--- src/rtl/vsdminisoc_pkg.sv ---
// ----------------------------------------------------------------------------
// vsdminisoc_pkg
// Shared constants for the mini-SoC sample path between the rvmyth core's
// 10-bit output and the avsddac D input. Used by dac_sample_pacer and by the
// top-level DAC hookup so both agree on sample width and mid-rail code.
// No ports (package).
// ----------------------------------------------------------------------------
package vsdminisoc_pkg;

    // Width of a core sample and of the DAC D input.
    localparam int unsigned SAMPLE_W = 10;

    // DAC mid-rail code, (VREFH+VREFL)/2; the DAC parks here out of reset.
    localparam logic [SAMPLE_W-1:0] DAC_MIDSCALE = 10'd512;

    typedef logic [SAMPLE_W-1:0] sample_t;

endpackage : vsdminisoc_pkg

--- src/rtl/dac_sample_fifo.sv ---
// ----------------------------------------------------------------------------
// dac_sample_fifo
// Small synchronous FIFO buffering core samples ahead of the DAC pacer.
// Head is presented combinationally on rdata. Full/empty come from registered
// flags computed from the next occupancy, so they carry no combinational path
// from push/pop.
// Ports:
//   clk    in   clock
//   rst_n  in   asynchronous active-low reset; empties the FIFO
//   push   in   write wdata (ignored while full)
//   pop    in   drop the head (ignored while empty)
//   wdata  in   DATA_W  write data
//   rdata  out  DATA_W  current head
//   level  out  occupancy, 0..DEPTH
//   full   out  level == DEPTH
//   empty  out  level == 0
// ----------------------------------------------------------------------------
module dac_sample_fifo
    import vsdminisoc_pkg::*;
#(
    parameter int unsigned DATA_W = SAMPLE_W,
    parameter int unsigned DEPTH  = 8
) (
    input  logic                     clk,
    input  logic                     rst_n,
    input  logic                     push,
    input  logic                     pop,
    input  logic [DATA_W-1:0]        wdata,
    output logic [DATA_W-1:0]        rdata,
    output logic [$clog2(DEPTH):0]   level,
    output logic                     full,
    output logic                     empty
);

    localparam int unsigned PTR_W = $clog2(DEPTH);
    localparam int unsigned LVL_W = PTR_W + 1;

    logic [DATA_W-1:0] mem_q [DEPTH];

    logic [PTR_W-1:0] wr_ptr_q, wr_ptr_d;
    logic [PTR_W-1:0] rd_ptr_q, rd_ptr_d;
    logic [LVL_W-1:0] level_q,  level_d;
    logic             full_q,   full_d;
    logic             empty_q,  empty_d;
    logic             push_ok;
    logic             pop_ok;

    // Guard against overflow/underflow regardless of what the caller does.
    assign push_ok = push && !full_q;
    assign pop_ok  = pop && !empty_q;

    always_comb begin
        wr_ptr_d = wr_ptr_q;
        rd_ptr_d = rd_ptr_q;
        level_d  = level_q;

        // Pointers are PTR_W bits and DEPTH is a power of two, so +1 wraps.
        if (push_ok) begin
            wr_ptr_d = wr_ptr_q + PTR_W'(1);
        end
        if (pop_ok) begin
            rd_ptr_d = rd_ptr_q + PTR_W'(1);
        end

        unique case ({push_ok, pop_ok})
            2'b10:   level_d = level_q + LVL_W'(1);
            2'b01:   level_d = level_q - LVL_W'(1);
            default: level_d = level_q;
        endcase

        full_d  = (level_d == LVL_W'(DEPTH));
        empty_d = (level_d == '0);
    end

    always_ff @(posedge clk or negedge rst_n) begin
        if (!rst_n) begin
            wr_ptr_q <= '0;
            rd_ptr_q <= '0;
            level_q  <= '0;
            full_q   <= 1'b0;
            empty_q  <= 1'b1;
        end else begin
            wr_ptr_q <= wr_ptr_d;
            rd_ptr_q <= rd_ptr_d;
            level_q  <= level_d;
            full_q   <= full_d;
            empty_q  <= empty_d;
        end
    end

    // Storage needs no reset: occupancy tracking masks stale entries.
    always_ff @(posedge clk) begin
        if (push_ok) begin
            mem_q[wr_ptr_q] <= wdata;
        end
    end

    assign rdata = mem_q[rd_ptr_q];
    assign level = level_q;
    assign full  = full_q;
    assign empty = empty_q;

endmodule : dac_sample_fifo

--- src/rtl/dac_sample_pacer.sv ---
// ----------------------------------------------------------------------------
// dac_sample_pacer
// Rate-controlled sample feeder from the core to the DAC D input. Bursty core
// writes are buffered in dac_sample_fifo; a divider releases one sample to the
// DAC every (div+1) CLK cycles. A release tick that finds the FIFO empty leaves
// dac_d unchanged and sets the sticky underrun flag.
// Ports:
//   CLK          in   system clock
//   reset_n      in   asynchronous active-low reset
//   enable       in   1 = pacing runs; 0 = divider held in reload
//   div          in   DIV_W   tick period minus 1
//   in_data      in   DATA_W  sample from core
//   in_valid     in   in_data valid
//   in_ready     out  FIFO can accept (not full)
//   dac_d        out  DATA_W  registered sample to the DAC
//   sample_stb   out  1-cycle pulse while dac_d shows a newly released sample
//   underrun     out  sticky empty-at-tick flag
//   clr_underrun in   synchronous clear of underrun (a same-cycle set wins)
//   level        out  FIFO occupancy
// ----------------------------------------------------------------------------
module dac_sample_pacer
    import vsdminisoc_pkg::*;
#(
    parameter int unsigned DATA_W   = SAMPLE_W,
    parameter int unsigned DEPTH    = 8,
    parameter int unsigned DIV_W    = 16,
    parameter int unsigned MIDSCALE = int'(DAC_MIDSCALE)
) (
    input  logic                   CLK,
    input  logic                   reset_n,
    input  logic                   enable,
    input  logic [DIV_W-1:0]       div,
    input  logic [DATA_W-1:0]      in_data,
    input  logic                   in_valid,
    output logic                   in_ready,
    output logic [DATA_W-1:0]      dac_d,
    output logic                   sample_stb,
    output logic                   underrun,
    input  logic                   clr_underrun,
    output logic [$clog2(DEPTH):0] level
);

    logic [DIV_W-1:0]  cnt_q, cnt_d;
    logic [DIV_W-1:0]  cnt_eff;
    logic              reload_q, reload_d;
    logic              tick;

    logic [DATA_W-1:0] dac_d_q, dac_d_d;
    logic              stb_q, stb_d;
    logic              underrun_q, underrun_d;

    logic              fifo_push;
    logic              fifo_pop;
    logic [DATA_W-1:0] fifo_rdata;
    logic              fifo_full;
    logic              fifo_empty;

    // ------------------------------------------------------------------
    // Rate divider. reload_q marks a counter that has not been loaded yet
    // (after reset); it then behaves as if it already held div, so the
    // first tick is div+1 cycles into enabled operation.
    // ------------------------------------------------------------------
    always_comb begin
        cnt_eff  = reload_q ? div : cnt_q;
        cnt_d    = cnt_q;
        reload_d = reload_q;
        tick     = 1'b0;

        if (!enable) begin
            cnt_d    = div;
            reload_d = 1'b0;
        end else begin
            reload_d = 1'b0;
            if (cnt_eff == '0) begin
                tick  = 1'b1;
                cnt_d = div;
            end else begin
                cnt_d = cnt_eff - DIV_W'(1);
            end
        end
    end

    // ------------------------------------------------------------------
    // Release path. Empty is the registered flag, so a push landing in
    // the same cycle as an empty tick is stored, never bypassed.
    // ------------------------------------------------------------------
    assign fifo_push = in_valid && !fifo_full;
    assign fifo_pop  = tick && !fifo_empty;

    always_comb begin
        dac_d_d    = dac_d_q;
        stb_d      = fifo_pop;
        underrun_d = underrun_q;

        if (fifo_pop) begin
            dac_d_d = fifo_rdata;
        end

        if (tick && fifo_empty) begin
            underrun_d = 1'b1;
        end else if (clr_underrun) begin
            underrun_d = 1'b0;
        end
    end

    always_ff @(posedge CLK or negedge reset_n) begin
        if (!reset_n) begin
            cnt_q      <= '0;
            reload_q   <= 1'b1;
            dac_d_q    <= DATA_W'(MIDSCALE);
            stb_q      <= 1'b0;
            underrun_q <= 1'b0;
        end else begin
            cnt_q      <= cnt_d;
            reload_q   <= reload_d;
            dac_d_q    <= dac_d_d;
            stb_q      <= stb_d;
            underrun_q <= underrun_d;
        end
    end

    dac_sample_fifo #(
        .DATA_W (DATA_W),
        .DEPTH  (DEPTH)
    ) u_fifo (
        .clk   (CLK),
        .rst_n (reset_n),
        .push  (fifo_push),
        .pop   (fifo_pop),
        .wdata (in_data),
        .rdata (fifo_rdata),
        .level (level),
        .full  (fifo_full),
        .empty (fifo_empty)
    );

    assign in_ready   = !fifo_full;
    assign dac_d      = dac_d_q;
    assign sample_stb = stb_q;
    assign underrun   = underrun_q;

endmodule : dac_sample_pacer

--- config.mk ---
export PLATFORM = sky130hd
export DESIGN_NAME = dac_sample_pacer
export DESIGN_NICKNAME = d
export VERILOG_FILES = /design/src/rtl/vsdminisoc_pkg.sv /design/src/rtl/dac_sample_fifo.sv /design/src/rtl/dac_sample_pacer.sv
export SDC_FILE = /design/constraint.sdc
export NUM_CORES = 1
export LEC_CHECK = 0
export ABC_AREA = 0
export CAP_MARGIN = 20
export CORE_MARGIN = 2
export CORE_UTILIZATION = 30
export DETAILED_ROUTE_END_ITERATION = 16
export HOLD_SLACK_MARGIN = 0.15
export SYNTH_ARGS = -nofsm -noshare
export SYNTH_HDL_FRONTEND = slang
export SYNTH_HIERARCHICAL = 1
export SYNTH_SLANG_ARGS = --single-unit
--- constraint.sdc ---
create_clock -name CLK -period 4.7 [get_ports CLK]
set_input_delay 0.705 -clock CLK [delete_from_list [all_inputs] [get_ports CLK]]
set_output_delay 0.705 -clock CLK [all_outputs]
set_load 0.05 [all_outputs]
==> results.json <==
{
  "antenna_found_initial": 1,
  "cts-root-buf": "clkbuf_16",
  "synth_edf_count": 80,
  "power-per-cell-area_mw_per_mm2": 461,
  "drc": 0,
  "clkTransAtPathRegs_ns": 0.06,
  "chipHeight_um": 142,
  "area_delta_synth_final_pct": 24.2,
  "cts_made_buffers": 17,
  "seq_power_share": 0.430,
  "power.leakage_nw": 2.51,
  "io_pins": 48,
  "start_util": 0.305,
  "syn_area_per_cell_um2": 14.4,
  "grt_start_max_net_pins": 42,
  "setup-violations-final": 0,
  "clock_power_share": 0.400,
  "critPathRequiredTime_ns": 5.05,
  "insertion_delay_ns": 0.42,
  "regArea_mm2": 0.00343,
  "grt_pass1_wl_mm": 19.5,
  "synth_top_area_share": 0.422,
  "hold_buffers": 0,
  "hold_viol_final": 0,
  "critPathTopFamily": "compound AO/OA/AOI/OAI gates",
  "critPathKind": "flop to flop",
  "wl_mm": 12.4,
  "crit_chain": "mux2i_1 -> ha_1 -> o21ai_1 -> a211oi_4 -> nand3b_1 -> inv_1 -> nand2b_4 -> inv_1 -> nand2_1 -> xnor2_1 -> ha_1 -> a21oi_1 -> or3_4 -> a2111o_1 -> a31o_1 -> nor2b_2",
  "slew_violations": 0,
  "hp-class": "input pin to async pin",
  "swShare": 0.296,
  "slowest_stage": "dfstp_2",
  "cts_tree": "built",
  "rsz0062_at_grt": "false",
  "cts_post_setup_buffers_inserted": 0,
  "dp_hpwl_mm": 8.04,
  "syn_nets": 433,
  "cp-start-kind": "flop",
  "arrival_ns": 4.24,
  "min_period_over_period": 0.828,
  "grtUsageTotal": 0.129,
  "synth-async-reset-ratio": 0.339,
  "cp_num_buf_inv": 2,
  "skew_ns": 0.0165,
  "synth_area_leaders": "edfxtp_1, dfrtp_1, mux4_2",
  "multi_input_area_mm2": 0.00211,
  "comb_power_share": 0.170,
  "synth_warnings": 6,
  "io_buffer_count": 47,
  "synth_area_mm2": 0.00569,
  "synth_common_cells": "edfxtp_1, dfrtp_1, nand2_1, nor2_1, nor3_1",
  "cts_resized": 0,
  "cts_max_level": 4,
  "num_vias": 3553,
  "core_area_mm2": 0.0186,
  "fmax_mhz": 257,
  "clock-sinks": 121,
  "max-slew-margin-rel": 0.329,
  "max-vdd-ir-drop_v": 0.000198,
  "layout.cells.non_filler": 707,
  "drtAntennaViolNets": 0,
  "viasPerCell": 5.03,
  "diodes": 0,
  "n_fill_cell": 1732,
  "yosysMostFrequentCell": "edfxtp_1",
  "grt-ovfl-total": 0,
  "tns_ns": 0,
  "worst_pin_slew_ns": 1.01,
  "grt_pass1_vias": 3580,
  "intPower_mw": 2.29,
  "max_cap_violations": 0,
  "endpoint_kind": "flop",
  "synth_seq_cells": 121,
  "clock_path_buffers": 2,
  "synthCells": 396,
  "die_x_um": 142,
  "path_max_fanout": 32,
  "gp_congestion": 0.782,
  "drt_iter0_drc": 288,
  "ys.flop_type": "edfxtp_1",
  "wl_per_cell_um": 17.5,
  "nets": 497,
  "fp-row-count": 50,
  "worst_path_largest_cell_delay_ns": 0.90,
  "p_switching_uw": 962,
  "drive_above_1_share": 0.224,
  "yosysSeqAreaShare": 0.603,
  "die_area_mm2": 0.0201,
  "synth_top_cell_by_area": "edfxtp_1",
  "finalCriticalPeriod_ns": 3.89,
  "dpl.cell_count": 674,
  "dr.pass1.iters": 4,
  "status": "finished, final reports clean",
  "synth_cell_types": 69
}
through the flow:
stage	hold slack (ns)	power (mW)	setup WS [ns]	utilization	instance area, um^2
2_1_floorplan	0.409	1.76	0.496	-	5690
3_3_place_gp	0.480	1.95	0.584	0.345	6420
3_5_place_dp	0.486	1.98	0.521	0.346	6450
4_1_cts	0.495	3.29	0.818	0.378	7050
5_1_grt	0.273	3.40	0.488	0.379	7070
6_report	0.260	3.25	0.808	0.379	7070
logic make-up after synthesis:
group,Yosys count,synth area share
and+or+nand+nor,124,0.124
DFF,121,0.603
AOI/OAI and AO/OA,52,0.0737
muxes,46,0.130
buffers and inverters,27,0.0259
xor gates and xnor gates,19,0.0293
adders and majority gates,6,0.0132
other,1,0.000659
registers in the layout, indices dropped and copies added, names as in the netlist:
register	cells
u_fifo/level	4
u_fifo/wr_ptr_q	3
underrun	1
sample_stb	1
cnt_q	16
dac_d	10
u_fifo/rd_ptr_q	3
u_fifo/mem_q	80
reload_q	1
u_fifo/full	1
u_fifo/empty	1
metal layers:
layer | routed length, um | GRT usage
met1 | 5400 | 0.153
met2 | 6440 | 0.221
met3 | 438 | 0.0402
met4 | 121 | 0.0458
met5 | 11 | 0
path summary, 6_finish.rpt:
| check | start | endpoint | slack (ns) | depth (start not counted) |
|---|---|---|---|---|
| max in group asynchronous | reset_n | u_fifo/empty$_DFF_PN1_ | 3.85 | 2 |
| min in group CLK | dac_d[1]$_DFFE_PN0P_ | dac_d[1]$_DFFE_PN0P_ | 0.49 | 1 |
| worst min register to register | dac_d[1]$_DFFE_PN0P_ | dac_d[1]$_DFFE_PN0P_ | 0.49 | 1 |
| worst min-delay path | reset_n | cnt_q[4]$_DFF_PN0_ | 0.26 | 1 |
| worst max-delay path | reload_q$_DFF_PN1_ | u_fifo/full$_DFF_PN0_ | 0.81 | 16 |
| worst max register to register | reload_q$_DFF_PN1_ | u_fifo/full$_DFF_PN0_ | 0.81 | 16 |
layout by cell type, fill, tap and decap left out, drive strengths merged, types with 2 or more instances in the layout:
master,count
nand3,3
mux4,20
nor3b,6
nor3,24
o21ai,16
clkdlybuf4s50,46
dfstp,3
nand3b,3
mux2,21
nor2,27
mux2i,5
nor2b,7
o221a,3
a31oi,2
nand4b,3
nor4,7
a2111oi,2
edfxtp,80
xnor2,10
a22oi,2
or3,3
nand2,27
a221oi,3
clkbuf,17
dfrtp,38
clkinv,4
a211oi,3
xor2,9
a21oi,8
o22ai,4
inv,20
nand2b,5
and4b,2
buf,15
ha,6
nor4b,3
final cells by class:
class / instances / share of cell area
clock buffers: 17 / 0.0602
clock inverters: 15 / 0.0246
inverters: 11 / 0.00584
multi-input cells: 248 / 0.299
flip-flops and latches: 121 / 0.486
well taps: 234 / 0.0414
repair buffers: 61 / 0.0836
worst reg2reg max path: stages (launching register included):
cell	delay, ns
dfstp_2	0.90
mux2i_1	0.37
ha_1	0.21
o21ai_1	0.12
a211oi_4	0.21
nand3b_1	0.13
inv_1	0.13
nand2b_4	0.09
inv_1	0.13
nand2_1	0.08
xnor2_1	0.15
ha_1	0.16
a21oi_1	0.05
or3_4	0.36
a2111o_1	0.41
a31o_1	0.23
nor2b_2	0.10
power by group through the flow:
stage          clock network (mW)  logic, mW  registers, mW
5_1_grt                      1.38      0.601           1.42
3_5_place_dp                    0      0.557           1.42
6_report                     1.30      0.553           1.40
2_1_floorplan                   0      0.303           1.45
3_3_place_gp                    0      0.541           1.41
4_1_cts                      1.33      0.560           1.40
Power figures use the tool's default switching activity.
